==> config.mk <==
export PLATFORM = sky130hd
export DESIGN_NAME = alu_ctrl_issue
export DESIGN_NICKNAME = d
export VERILOG_FILES = /design/src/rtl/alu_ctrl_issue.sv
export SDC_FILE = /design/constraint.sdc
export NUM_CORES = 1
export LEC_CHECK = 0
export BUFFER_PORTS_ARGS = -buffer_cell sky130_fd_sc_hd__buf_2
export CAP_MARGIN = 20
export CELL_PAD_IN_SITES_DETAIL_PLACEMENT = 2
export CELL_PAD_IN_SITES_GLOBAL_PLACEMENT = 2
export CORE_UTILIZATION = 33
export CTS_CLUSTER_DIAMETER = 200
export CTS_CLUSTER_SIZE = 24
export DETAILED_ROUTE_END_ITERATION = 16
export PLACE_DENSITY = 0.83
export SETUP_SLACK_MARGIN = 0.05
export SLEW_MARGIN = 20
export SYNTH_ARGS = -nofsm -noshare
export SYNTH_HDL_FRONTEND = slang
export SYNTH_SLANG_ARGS = --single-unit
==> constraint.sdc <==
create_clock -name clk -period 4.6 [get_ports clk]
set_input_delay 0.69 -clock clk [delete_from_list [all_inputs] [get_ports clk]]
set_output_delay 0.69 -clock clk [all_outputs]
set_load 0.01 [all_outputs]
==> src/rtl/alu_ctrl_issue.sv <==
// Issue stage: decodes alu_op/funct3/funct7 into the 4-bit ALU control code and
// hands code, operands and tag to the execute ALU through a 2-entry skid buffer.
// Optional macro ALU_ILLEGAL_CNT_EN adds a saturating illegal_count output.
module alu_ctrl_issue #(
    parameter int XLEN  = 64,
    parameter int TAG_W = 5
) (
    input  logic             clk,
    input  logic             reset,
    input  logic             flush,
    input  logic             in_valid,
    output logic             in_ready,
    input  logic [1:0]       in_alu_op,
    input  logic [2:0]       in_funct3,
    input  logic [6:0]       in_funct7,
    input  logic [XLEN-1:0]  in_a,
    input  logic [XLEN-1:0]  in_b,
    input  logic [TAG_W-1:0] in_tag,
    output logic             out_valid,
    input  logic             out_ready,
    output logic [3:0]       out_alu_control,
    output logic [XLEN-1:0]  out_a,
    output logic [XLEN-1:0]  out_b,
    output logic [TAG_W-1:0] out_tag,
    output logic             out_illegal
`ifdef ALU_ILLEGAL_CNT_EN
    ,
    output logic [15:0]      illegal_count
`endif
);

    localparam int ENT_W = 5 + 2 * XLEN + TAG_W;

    localparam logic [3:0] ALU_AND = 4'b0000;
    localparam logic [3:0] ALU_OR  = 4'b0001;
    localparam logic [3:0] ALU_ADD = 4'b0010;
    localparam logic [3:0] ALU_XOR = 4'b0100;
    localparam logic [3:0] ALU_SUB = 4'b0110;
    localparam logic [3:0] ALU_SLL = 4'b1000;
    localparam logic [3:0] ALU_SRL = 4'b1001;
    localparam logic [3:0] ALU_SRA = 4'b1010;
    localparam logic [3:0] ALU_ILL = 4'b1111;

    // Returns {illegal, code}; illegal entries carry the all-ones code so the ALU yields 0.
    function automatic logic [4:0] decode_op(input logic [1:0] op,
                                             input logic [2:0] f3,
                                             input logic [6:0] f7);
        logic [3:0] code;
        logic       ill;
        logic       is_r;
        logic       f7_zero;
        logic       f7_alt;
        logic       shamt_hi_zero;
        logic       shamt_hi_sra;
        is_r          = (op == 2'b10);
        f7_zero       = (f7 == 7'b0000000);
        f7_alt        = (f7 == 7'b0100000);
        shamt_hi_zero = (f7[6:1] == 6'b000000);
        shamt_hi_sra  = (f7[6:1] == 6'b010000);
        code          = ALU_ADD;
        ill           = 1'b0;
        case (op)
            2'b00: code = ALU_ADD;
            2'b01: code = ALU_SUB;
            default: begin
                case (f3)
                    3'b000: begin
                        code = (is_r && f7_alt) ? ALU_SUB : ALU_ADD;
                        ill  = is_r && !(f7_zero || f7_alt);
                    end
                    3'b111: begin
                        code = ALU_AND;
                        ill  = is_r && !f7_zero;
                    end
                    3'b110: begin
                        code = ALU_OR;
                        ill  = is_r && !f7_zero;
                    end
                    3'b100: begin
                        code = ALU_XOR;
                        ill  = is_r && !f7_zero;
                    end
                    3'b001: begin
                        code = ALU_SLL;
                        ill  = is_r ? !f7_zero : !shamt_hi_zero;
                    end
                    3'b101: begin
                        code = f7[5] ? ALU_SRA : ALU_SRL;
                        ill  = is_r ? !(f7_zero || f7_alt) : !(shamt_hi_zero || shamt_hi_sra);
                    end
                    default: begin
                        code = ALU_ILL;
                        ill  = 1'b1;
                    end
                endcase
            end
        endcase
        return {ill, (ill ? ALU_ILL : code)};
    endfunction

    logic [ENT_W-1:0] in_ent_s;
    logic [ENT_W-1:0] out_ent_r;
    logic [ENT_W-1:0] skid_ent_r;
    logic [ENT_W-1:0] out_ent_n_s;
    logic [ENT_W-1:0] skid_ent_n_s;
    logic             out_valid_r;
    logic             skid_valid_r;
    logic             in_ready_r;
    logic             out_valid_n_s;
    logic             skid_valid_n_s;
    logic             accept_s;
    logic             drain_s;
    logic             out_free_s;

    assign in_ent_s   = {decode_op(in_alu_op, in_funct3, in_funct7), in_a, in_b, in_tag};
    assign accept_s   = in_valid && in_ready_r && !flush;
    assign drain_s    = out_valid_r && out_ready;
    assign out_free_s = !out_valid_r || drain_s;

    // Next-state for output and skid registers; skid refills the output before any new entry.
    always_comb begin
        out_valid_n_s  = out_valid_r;
        skid_valid_n_s = skid_valid_r;
        out_ent_n_s    = out_ent_r;
        skid_ent_n_s   = skid_ent_r;
        if (flush) begin
            out_valid_n_s  = 1'b0;
            skid_valid_n_s = 1'b0;
        end else if (out_free_s) begin
            if (skid_valid_r) begin
                out_ent_n_s    = skid_ent_r;
                out_valid_n_s  = 1'b1;
                skid_valid_n_s = 1'b0;
            end else if (accept_s) begin
                out_ent_n_s   = in_ent_s;
                out_valid_n_s = 1'b1;
            end else begin
                out_valid_n_s = 1'b0;
            end
        end else if (accept_s) begin
            skid_ent_n_s   = in_ent_s;
            skid_valid_n_s = 1'b1;
        end else begin
            skid_valid_n_s = skid_valid_r;
        end
    end

    // Pipeline state registers; in_ready mirrors the next skid occupancy.
    always_ff @(posedge clk) begin
        if (reset) begin
            out_valid_r  <= 1'b0;
            skid_valid_r <= 1'b0;
            in_ready_r   <= 1'b1;
            out_ent_r    <= {ENT_W{1'b0}};
            skid_ent_r   <= {ENT_W{1'b0}};
        end else begin
            out_valid_r  <= out_valid_n_s;
            skid_valid_r <= skid_valid_n_s;
            in_ready_r   <= !skid_valid_n_s;
            out_ent_r    <= out_ent_n_s;
            skid_ent_r   <= skid_ent_n_s;
        end
    end

    assign in_ready        = in_ready_r;
    assign out_valid       = out_valid_r;
    assign out_illegal     = out_ent_r[ENT_W-1];
    assign out_alu_control = out_ent_r[ENT_W-2 -: 4];
    assign out_a           = out_ent_r[TAG_W+XLEN +: XLEN];
    assign out_b           = out_ent_r[TAG_W +: XLEN];
    assign out_tag         = out_ent_r[TAG_W-1:0];

`ifdef ALU_ILLEGAL_CNT_EN
    logic [15:0] ill_cnt_r;

    // Saturating count of illegal entries consumed downstream; flush does not clear it.
    always_ff @(posedge clk) begin
        if (reset) begin
            ill_cnt_r <= 16'h0000;
        end else if (drain_s && out_illegal && (ill_cnt_r != 16'hFFFF)) begin
            ill_cnt_r <= ill_cnt_r + 16'h0001;
        end else begin
            ill_cnt_r <= ill_cnt_r;
        end
    end

    assign illegal_count = ill_cnt_r;
`endif

endmodule

==> impl_metrics.env <==
export IMPL_synth_cell_types=35
export IMPL_p_total_mw=4.50
export IMPL_peakVddDrop_uv=260
export IMPL_clk_latency_ns=0.50
export IMPL_fillers=3789
export IMPL_htreeDepth=1
export IMPL_maxCapViolations=0
export IMPL_hold_class="in2reg"
export IMPL_layout_drive_gt1_share_pct=22.2
export IMPL_period_needed_ns=2.60
export IMPL_grt_first_pass_wirelength_um=54200
export IMPL_cts_buffer_depth=3
export IMPL_max_freq_mhz=384
export IMPL_hold_start="in_a[28]"
export IMPL_pin_count=290
export IMPL_rsz0062_at_grt="false"
export IMPL_outcome="complete, no violations"
export IMPL_ant_nets=0
export IMPL_synth_seq_area_share_pct=50.8
export IMPL_die_x_um=185
export IMPL_ctsResizeCount=0
export IMPL_grt_max_degree=155
export IMPL_grt_usage_pct=19.8
export IMPL_wirelength_um=34300
export IMPL_power_density_nw_per_um2=343
export IMPL_rows=66
export IMPL_antenna_found_initial=12
export IMPL_cts_buffers_inserted=15
export IMPL_synth_area_per_cell_um2=8.73
export IMPL_initial_core_util_pct=33.6
export IMPL_wl_per_cell_um=17.9
export IMPL_worstPathArrival_ns=2.99
export IMPL_nets=1619
export IMPL_gp_congestion=0.762
export IMPL_power_leakage_nw=4.81
export IMPL_die_height_um=185
export IMPL_overflow=0
export IMPL_clock_skew_ns=0.0127
export IMPL_drtIter0Drc=340
export IMPL_cts_setup_buffers=0
export IMPL_setup_viol_count_final=0
export IMPL_synth_seq_cells=279
export IMPL_cts_tree="done"
export IMPL_synth_nets=1410
export IMPL_holdBufCountCts=0
export IMPL_post_synth_top_count_cell="dfxtp_1"
export IMPL_setup_worst_path_start="skid_valid_r"
export IMPL_yosysWarnings=0
export IMPL_final_util_pct=40.1
export IMPL_clk_pin_slew_ns=0.10
export IMPL_crit_type="reg2reg"
export IMPL_grt_pass1_vias=10700
export IMPL_tns_ns=0
export IMPL_synth_flop_cell="dfxtp_1"
export IMPL_core_um2=32700
export IMPL_async_flop_share_pct=0
export IMPL_synth_common_cells="279 x dfxtp_1, 275 x nand2_1, 143 x nor2_1"
export IMPL_routed_via_count=9768
export IMPL_synth_top_area_share_pct=50.8
export IMPL_hpwl_um=22900
export IMPL_firstDrtPassIters=4
export IMPL_vias_per_cell=5.08
export IMPL_hold_viol=0
export IMPL_synth_edf_count=0
export IMPL_drv_slew=0
export IMPL_required_ns=4.99
export IMPL_max_slew_margin_pct=34.9
export IMPL_crit_fanout=44
export IMPL_port_buffers=289
export IMPL_rr_startpoint="skid_valid_r"
export IMPL_start_kind="flop"
export IMPL_root_buffer="clkbuf_16"
export IMPL_area_growth_syn_to_layout_pct=19.2
export IMPL_synth_area_top_cells="dfxtp_1 51%, mux2i_1 12%, nand2_1 9.4%"
export IMPL_syn_cell_area_um2=11000
export IMPL_synthCells=1260
export IMPL_dieArea_um2=34100
export IMPL_cts_sinks=279
export IMPL_drc_errors=0
export IMPL_end_kind="flop"
export IMPL_post_route_period_util_pct=56.6
export IMPL_synth_largest_area_cell="dfxtp_1"
export IMPL_whs_ns=0.427
export IMPL_tightest_slew_ns=0.976
==> registers in the layout (all words and copies together), names as in the netlist <==
name          count
out_valid         1
out_ent_r       138
in_ready          1
skid_valid_r      1
skid_ent_r      138
==> stage by stage <==
stage | instance area, µm² | worst slack, ns | std cells
after CTS | 13100 | 1.95 | 1912
after floorplan | 11000 | 2.68 | 1260
after detailed placement | 12700 | 1.84 | 1894
after global placement | 12700 | 2.07 | 1894
final | 13100 | 2.00 | 1921
after global routing | 13100 | 1.81 | 1917
==> metal layers <==
layer	share of wire, %	vias up	global-route usage [%]
met1	40	4792	21.6
met5	0.21	-	0
met3	7.1	46	6.16
li1	-	4730	-
met2	51	190	36.7
met4	1.7	10	5.20
==> critical path, cell delays in order, from the launching register on <==
cell,delay (ns)
dfxtp_4,0.64
a21oi_2,0.12
nor3_4,0.80
buf_4,0.54
nor2_1,0.09
a211oi_1,0.28
==> path summary, 6_finish.rpt <==
| check | depth (start not counted) | slack [ns] | end |
|---|---|---|---|
| max reg2reg | 5 | 2.00 | out_ent_r[111] |
| min reg2reg | 2 | 0.46 | skid_ent_r[117] |
| max | 5 | 2.00 | out_ent_r[111] |
| min | 3 | 0.43 | skid_ent_r[97] |
==> logic make-up (layout without fill, tap and decap cells) <==
group | count (synthesis) | in the layout | share of synthesized area (%)
compound gates | 299 | 299 | 17.3
mux | 133 | 133 | 12.1
buf+inv | 111 | 321 | 4.37
flops | 279 | 279 | 50.8
simple gates | 438 | 438 | 15.5
other cells | 0 | 9 | 0
==> layout make-up <==
| type | instances | area (µm²) | share of cell area, % |
|---|---|---|---|
| sequential | 279 | 5590 | 42.6 |
| inverter | 3 | 11.3 | 0.0859 |
| tap | 442 | 553 | 4.22 |
| antenna | 9 | 22.5 | 0.172 |
| clock inverter | 2 | 20.0 | 0.153 |
| clock buffer | 16 | 379 | 2.89 |
| multi-input combinational | 870 | 4950 | 37.7 |
| timing repair buffer | 300 | 1590 | 12.1 |
==> power by group <==
group / internal [mW] / switching (mW)
registers: 2.51 / 0.0523
clock network: 0.603 / 0.813
logic: 0.206 / 0.315
total: 3.32 / 1.18
==> placed cells by master, fill, tap and decap left out, drive strengths merged, types with 3 or more instances in the layout <==
| master | Yosys | final |
|---|---|---|
| a211oi | 135 | 135 |
| a21oi | 141 | 141 |
| a311oi | 3 | 3 |
| buf | 55 | 299 |
| clkbuf | 53 | 17 |
| dfxtp | 279 | 279 |
| diode | 0 | 9 |
| inv | 3 | 5 |
| mux2i | 133 | 133 |
| nand2 | 275 | 275 |
| nor2 | 143 | 143 |
| nor2b | 5 | 5 |
| nor3 | 5 | 5 |
| o21ai | 6 | 6 |
| or3 | 3 | 3 |
No activity file was read; power rests on OpenSTA's default activity.
